`src/rtl/pipeline_pkg.sv`:
```
// Shared pipeline definitions: ALUOp encodings, the ID/EX control bundle,
// its NOP value and the hard-wired zero register address.
package pipeline_pkg;

    typedef enum logic [1:0] {
        ALUOP_ADD    = 2'b00,
        ALUOP_BRANCH = 2'b01,
        ALUOP_RTYPE  = 2'b10,
        ALUOP_ITYPE  = 2'b11
    } alu_op_e;

    typedef struct packed {
        logic    reg_write;
        logic    mem_to_reg;
        logic    mem_read;
        logic    mem_write;
        logic    alu_src;
        alu_op_e alu_op;
    } ctrl_t;

    localparam int unsigned CTRL_W   = $bits(ctrl_t);
    localparam ctrl_t       CTRL_NOP = '0;
    localparam logic [4:0]  REG_ZERO = 5'd0;

endpackage

```
`src/rtl/load_use_detect.sv`:
```
// Combinational load-use hazard detector: flags a load in EX whose
// destination is read by the instruction currently in ID.
module load_use_detect
    import pipeline_pkg::*;
(
    input  logic       ex_valid_i,
    input  logic       ex_mem_read_i,
    input  logic [4:0] ex_rd_addr_i,
    input  logic       id_valid_i,
    input  logic [4:0] id_rs1_addr_i,
    input  logic [4:0] id_rs2_addr_i,
    output logic       hazard_o
);

    // RS2 is always compared: a spurious stall is harmless, a missed one is not.
    always_comb begin
        hazard_o = ex_valid_i & ex_mem_read_i & (ex_rd_addr_i != REG_ZERO) & id_valid_i &
                   ((ex_rd_addr_i == id_rs1_addr_i) | (ex_rd_addr_i == id_rs2_addr_i));
    end

endmodule

```
`src/rtl/id_ex_stage.sv`:
```
// ID/EX pipeline register with load-use bubble insertion and flush handling.
// Optional macro ID_EX_PERF_EN enables the bubble/flush performance counters;
// without it both counter ports read 0.
module id_ex_stage
    import pipeline_pkg::*;
#(
    parameter int unsigned XLEN  = 32,
    parameter int unsigned CNT_W = 32
) (
    input  logic            clk_i,
    input  logic            rst_i,
    input  logic            hold_i,
    input  logic            flush_i,
    input  logic            id_valid_i,
    input  logic            id_RegWrite_i,
    input  logic            id_MemtoReg_i,
    input  logic            id_MemRead_i,
    input  logic            id_MemWrite_i,
    input  logic            id_ALUSrc_i,
    input  logic [1:0]      id_ALUOp_i,
    input  logic [9:0]      id_funct_i,
    input  logic [XLEN-1:0] id_RS1data_i,
    input  logic [XLEN-1:0] id_RS2data_i,
    input  logic [XLEN-1:0] id_imm_i,
    input  logic [4:0]      id_RS1addr_i,
    input  logic [4:0]      id_RS2addr_i,
    input  logic [4:0]      id_RDaddr_i,
    output logic            ex_valid_o,
    output logic            ex_RegWrite_o,
    output logic            ex_MemtoReg_o,
    output logic            ex_MemRead_o,
    output logic            ex_MemWrite_o,
    output logic            ex_ALUSrc_o,
    output logic [1:0]      ex_ALUOp_o,
    output logic [9:0]      ex_funct_o,
    output logic [XLEN-1:0] ex_RS1data_o,
    output logic [XLEN-1:0] ex_RS2data_o,
    output logic [XLEN-1:0] ex_imm_o,
    output logic [4:0]      ex_RS1addr_o,
    output logic [4:0]      ex_RS2addr_o,
    output logic [4:0]      ex_RDaddr_o,
    output logic            hazard_o,
    output logic [CNT_W-1:0] bubble_cnt_o,
    output logic [CNT_W-1:0] flush_cnt_o
);

    typedef struct packed {
        logic            valid;
        ctrl_t           ctrl;
        logic [9:0]      funct;
        logic [XLEN-1:0] rs1_data;
        logic [XLEN-1:0] rs2_data;
        logic [XLEN-1:0] imm;
        logic [4:0]      rs1_addr;
        logic [4:0]      rs2_addr;
        logic [4:0]      rd_addr;
    } entry_t;

    entry_t ex_q;
    entry_t id_entry;
    entry_t bubble;
    logic   hazard;
    logic   insert_bubble;

    load_use_detect u_load_use_detect (
        .ex_valid_i    (ex_q.valid),
        .ex_mem_read_i (ex_q.ctrl.mem_read),
        .ex_rd_addr_i  (ex_q.rd_addr),
        .id_valid_i    (id_valid_i),
        .id_rs1_addr_i (id_RS1addr_i),
        .id_rs2_addr_i (id_RS2addr_i),
        .hazard_o      (hazard)
    );

    // Assemble the incoming ID entry and the all-zero NOP entry.
    always_comb begin
        id_entry                 = '0;
        id_entry.valid           = id_valid_i;
        id_entry.ctrl.reg_write  = id_RegWrite_i;
        id_entry.ctrl.mem_to_reg = id_MemtoReg_i;
        id_entry.ctrl.mem_read   = id_MemRead_i;
        id_entry.ctrl.mem_write  = id_MemWrite_i;
        id_entry.ctrl.alu_src    = id_ALUSrc_i;
        id_entry.ctrl.alu_op     = alu_op_e'(id_ALUOp_i);
        id_entry.funct           = id_funct_i;
        id_entry.rs1_data        = id_RS1data_i;
        id_entry.rs2_data        = id_RS2data_i;
        id_entry.imm             = id_imm_i;
        id_entry.rs1_addr        = id_RS1addr_i;
        id_entry.rs2_addr        = id_RS2addr_i;
        id_entry.rd_addr         = id_RDaddr_i;
        bubble                   = '0;
        bubble.ctrl              = CTRL_NOP;
        insert_bubble            = flush_i | hazard | ~id_valid_i;
    end

    // Pipeline register: reset > hold > bubble (flush/load-use/invalid) > load.
    always_ff @(posedge clk_i) begin
        if (rst_i) begin
            ex_q <= '0;
        end else if (!hold_i) begin
            ex_q <= insert_bubble ? bubble : id_entry;
        end
    end

    // Present the registered entry to EX.
    always_comb begin
        ex_valid_o    = ex_q.valid;
        ex_RegWrite_o = ex_q.ctrl.reg_write;
        ex_MemtoReg_o = ex_q.ctrl.mem_to_reg;
        ex_MemRead_o  = ex_q.ctrl.mem_read;
        ex_MemWrite_o = ex_q.ctrl.mem_write;
        ex_ALUSrc_o   = ex_q.ctrl.alu_src;
        ex_ALUOp_o    = ex_q.ctrl.alu_op;
        ex_funct_o    = ex_q.funct;
        ex_RS1data_o  = ex_q.rs1_data;
        ex_RS2data_o  = ex_q.rs2_data;
        ex_imm_o      = ex_q.imm;
        ex_RS1addr_o  = ex_q.rs1_addr;
        ex_RS2addr_o  = ex_q.rs2_addr;
        ex_RDaddr_o   = ex_q.rd_addr;
        hazard_o      = hazard;
    end

`ifdef ID_EX_PERF_EN
    localparam logic [CNT_W-1:0] CNT_ONE = 1;
    logic [CNT_W-1:0] bubble_cnt_q;
    logic [CNT_W-1:0] flush_cnt_q;

    // Saturating counters; a flush coinciding with a load-use counts as a flush only.
    always_ff @(posedge clk_i) begin
        if (rst_i) begin
            bubble_cnt_q <= '0;
            flush_cnt_q  <= '0;
        end else if (!hold_i) begin
            if (flush_i) begin
                if (flush_cnt_q != '1) flush_cnt_q <= flush_cnt_q + CNT_ONE;
            end else if (hazard) begin
                if (bubble_cnt_q != '1) bubble_cnt_q <= bubble_cnt_q + CNT_ONE;
            end
        end
    end

    assign bubble_cnt_o = bubble_cnt_q;
    assign flush_cnt_o  = flush_cnt_q;
`else
    assign bubble_cnt_o = '0;
    assign flush_cnt_o  = '0;
`endif

endmodule

```
`config.mk`:
```
export PLATFORM = sky130hd
export DESIGN_NAME = id_ex_stage
export DESIGN_NICKNAME = d
export VERILOG_FILES = /design/src/rtl/pipeline_pkg.sv /design/src/rtl/load_use_detect.sv /design/src/rtl/id_ex_stage.sv
export SDC_FILE = /design/constraint.sdc
export NUM_CORES = 1
export LEC_CHECK = 0
export ABC_CLOCK_PERIOD_IN_PS = 5300
export CAP_MARGIN = 25
export CORE_UTILIZATION = 40
export CTS_BUF_LIST = sky130_fd_sc_hd__clkbuf_2 sky130_fd_sc_hd__clkbuf_4 sky130_fd_sc_hd__clkbuf_8
export DETAILED_ROUTE_END_ITERATION = 12
export GPL_TIMING_DRIVEN = 0
export PLACE_DENSITY_LB_ADDON = 0.12
export RECOVER_POWER = 100
export SYNTH_ARGS = -nofsm -noshare
export SYNTH_HDL_FRONTEND = slang
export SYNTH_SLANG_ARGS = --single-unit
```
`constraint.sdc`:
```
create_clock -name clk_i -period 5.3 [get_ports clk_i]
set_input_delay 1.06 -clock clk_i [delete_from_list [all_inputs] [get_ports clk_i]]
set_output_delay 1.06 -clock clk_i [all_outputs]
set_load 0.01 [all_outputs]
```
Word level (Yosys, flattened, before mapping)
Index checks and enable logic that the tools add are counted.

Logic and storage cells: 26. Output and inout bits: 194. Bits of input ports: 133. Flip-flop bits (word level): 129.

Reductions and logical operators: 1. Bitwise gates (word level): 8. Mux-type cells: 1. Equality and inequality tests: 2.

Operator list (count): $mux W129 (1); $eq A5 B5 Y1 (2); $reduce_bool A5 Y1 (1); $and A1 B1 Y1 (4); $or A1 B1 Y1 (3); $not A1 Y1 (1).

Depth between registers and ports, before layout
Depth after elaboration: 7. Depth in mapped cells: 6. Depth with buffers taken out: 4.

Hierarchy
From an unflattened synthesis, not the netlist that was laid out.

Cells, all modules: 527. Area total of the unflattened synthesis: 5785.5 um^2.

Modules (own cells, without submodules): id_ex_stage (cells each 510, area an instance 5656.7 um^2, instances 1, seq. area each 2582.5 um^2); load_use_detect (cells each 17, area an instance 128.9 um^2, instances 1, seq. area each 0.0 um^2).

Worst setup path after synthesis
Ideal clock, no wire load.

Path type: input port to output port. Start: input port id_RS1addr_i[4]. End: output port hazard_o. Required time: 4.240 ns. Stages: 6. Setup slack: 2.058 ns. Buffers on the path: 2. Arrival time: 2.182 ns. Cell sequence: xnor2_1 -> nand3_1 -> o22ai_1 -> buf_2 -> clkbuf_1 -> nor2b_1.

Cells in the longest elaborated chain, start to end: 3.

Ends and longest elaborated chain: start: declaration (line id_ex_stage.sv:25) `input logic [4:0] id_RS1addr_i,`; $eq A5 B5 Y1 (line load_use_detect.sv:18) `((ex_rd_addr_i == id_rs1_addr_i) | (ex_rd_addr_i == id_rs2_addr_i));`; $or A1 B1 Y1 (line load_use_detect.sv:18); $and A1 B1 Y1 (line load_use_detect.sv:17) `hazard_o = ex_valid_i & ex_mem_read_i & (ex_rd_addr_i != REG_ZERO) & id_valid_i &`; end: declaration (line id_ex_stage.sv:42) `output logic hazard_o,`.

No other way between the ends.

Final worst setup path
Ends and elaborated chain as after synthesis.

==> out/qor.csv <==
stage,metric,value,unit
finish,areaGrowthSynthToFinish,48.8,%
placement,gp_congestion,0.823,
timing,fin_tns_setup,0,ps
yosys,synth_compound_area_share,22.7,%
setup_path,worstPathArrival,3870,ps
clock_tree,worstSkewPairLatency,450,ps
drt,drc_errors,0,
timing,final.period_utilization,93.0,%
yosys,synth_warnings,0,
die,std_cell_rows,48,
die,die_w,136,um
yosys,synth.avg_cell_area,8.72,um2
yosys,muxShareOfSynthArea,0,%
die,fp.dieH,136,um
status,status,completed,
setup_path,worstSetupEndpointType,output pin,
job,drv_cap,0,
drt,wl_per_cell,17.4,um
grt,grt_pass1_vias,6754,
timing,hold_violations,0,
setup_path,critical_path.top_delay_family,buffers and inverters,
pwr,leakage,4.00,nW
drt,drt.antenna.violating_nets,0,
yosys,synth_cell_types,21,
setup_path,path_buf_inv,4,
setup_path,startpoint,id_RS1addr_i[4],
grt,grt_pass1_wl,36.9,mm
setup_path,cpPeakStageDelay,650,ps
timing,tightest_slew,794,ps
clock_tree,hold_buffers,0,
placement,numPortBuffers,261,
hold_path,hp-class,flip-flop to flip-flop,
yosys,synth-async-reset-ratio,0,%
clock_tree,cts_setup_buffers,0,
setup_path,critPathMaxFanout,10,
setup_path,critPathKind,primary input to output pin,
timing,fmax,203,MHz
drt,vias,7490,
pwr,vdd_drop_max,0.000136,V
timing,period_needed,4930,ps
die,initial_utilization,41.4,%
grt,groute.usage.overall,25.5,%
yosys,synth-edff-count,0,
finish,nNetsFinal,1305,
finish,drive_above_1_share,9.54,%
yosys,synthSimpleGateAreaFrac,27.3,%
clock_tree,clk_pin_slew,80,ps
yosys,synth-adder-area-share,0,%
setup_path,crit_required,4240,ps
finish,n_antenna_cell,0,
yosys,synthFlopType,dfxtp_1,
timing,slew_headroom,47.1,%
finish,layout_commonest_cell,dlygate4sd3_1,
die,dieArea,18600,um2
placement,place_hpwl,17.2,mm
grt,grt_overflow,0,
pwr,power_density,222,nW/um2
clock_tree,cts_tree,yes,
drt,via_per_inst,5.31,
grt,grt_antenna_before_repair,0,
drt,wl,24.6,mm
setup_path,slowest_stage,dlygate4sd3_1,
die,pin_count,327,
yosys,ys_ff_latch,129,
setup_path,r2r-start,ex_RDaddr_o[4],
yosys,synth_xor_area_share,1.21,%
clock_tree,h-tree-depth,4,
finish,layout_common_cells,"dlygate4sd3_1 (132), nor3b_1 (129), dfxtp_1 (129), clkdlybuf4s50_1 (129)",
clock_tree,cts.sinks,129,
timing,grt_setup_unrepaired,false,
yosys,synthCells,829,
timing,setup_viol,0,
timing,skew,11.3,ps
drt,drt_iter0_markers,627,
clock_tree,cts_buffers,17,
timing,fin_hold_ws,487,ps
yosys,seq_area_frac_synth,35.7,%
hold_path,min_from,ex_RS1data_o[1],
setup_path,cp_common_cell,dlygate4sd3_1,
drt,drt_first_pass_iters,5,
yosys,synth_top_family_by_area,simple AND/OR/NAND/NOR gates,
setup_path,cp_cell_sequence,dlygate4sd3_1 -> xnor2_1 -> nand3_1 -> o22ai_1 -> buf_2 -> clkbuf_1 -> nor2b_1 -> dlygate4sd3_1,
grt,grt_max_degree,17,
yosys,syn_area,7230,um2
die,core,17500,um2
clock_tree,cts.repair.resized,0,
clock_tree,cts_buffer_depth,2,
clock_tree,clockRootBuffer,clkbuf_8,
timing,maxSlewViolCount,0,
setup_path,start_kind,primary input,
## stage by stage
step                power [mW]  area [um2]  utilization [%]  worst slack (ps)  cells
global placement          1.55       10400             59.3               535   1378
CTS                       2.41       10800             61.6               490   1410
detailed placement        1.55       10400             59.3               533   1378
global route              2.48       10800             61.6               155   1410
finish                    2.39       10800             61.6               371   1410
floorplan                 1.29        7470                -              2060    892
## where the power goes
group	internal (mW)	switching [mW]	leakage, nW	total, mW
logic	0.249	0.222	2.74	0.471
clock network	0.462	0.409	0.205	0.871
registers	1.02	0.0280	1.05	1.04
## path summary, 6_finish.rpt
kind	slack (ps)	endpoint	cells after the start
setup / recovery	370	hazard_o	8
hold / removal	490	ex_RS1data_o[1]	2
setup reg to reg	3120	ex_RS2data_o[12]	6
hold reg to reg	490	ex_RS1data_o[1]	2
## flip-flops by register name (all words and copies together), names as in the netlist
| signal | cells |
|---|---|
| ex_RS1data_o | 32 |
| ex_valid_o | 1 |
| ex_MemtoReg_o | 1 |
| ex_ALUSrc_o | 1 |
| ex_RS1addr_o | 5 |
| ex_MemRead_o | 1 |
| ex_RS2data_o | 32 |
| ex_MemWrite_o | 1 |
| ex_RegWrite_o | 1 |
| ex_ALUOp_o | 2 |
| ex_funct_o | 10 |
| ex_imm_o | 32 |
| ex_RS2addr_o | 5 |
| ex_RDaddr_o | 5 |
## per-layer routing
metal | up-vias | track usage [%] | routed length (um)
li1 | 3635 | - | -
met1 | 3501 | 33.3 | 10600
met2 | 315 | 39.8 | 11300
met3 | 39 | 6.97 | 2070
met4 | 0 | 9.69 | 578
met5 | - | 0 | 0
## layout make-up
class	instances	area (um2)
repair buffers	261	2610
well taps	225	282
plain buffers	163	942
clock inverters	10	109
flip-flops and latches	129	2580
multi-input cells	600	3940
fillers	1601	6720
clock buffers	22	290
## tightest hold or removal path: cells and delay by family (launching register included)
family,cells,cell delay (ps)
DFF,1,330
AOI/OAI and AO/OA,2,130
## kinds of logic after synthesis
family / after synthesis
simple gates: 265
other cells: 1
flops: 129
xor+xnor: 10
compound gates: 261
buf+inv: 163
## synthesized netlist by cell type (2+ instances only)
library cell  instances  area, um2
nand3b_1            128        961
nand3_1               2       10.0
buf_4                65        488
buf_2                 3       15.0
nor3b_1             129        968
dfxtp_1             129       2580
nor2b_1               2       12.5
a22oi_1             128        961
a21oi_1               2       10.0
xnor2_1              10       87.6
o21ai_0             128        641
buf_1                 5       18.8
clkbuf_1             79        297
buf_6                11        124
nand2_1               2       7.51
(Power assumes the default switching activity.)
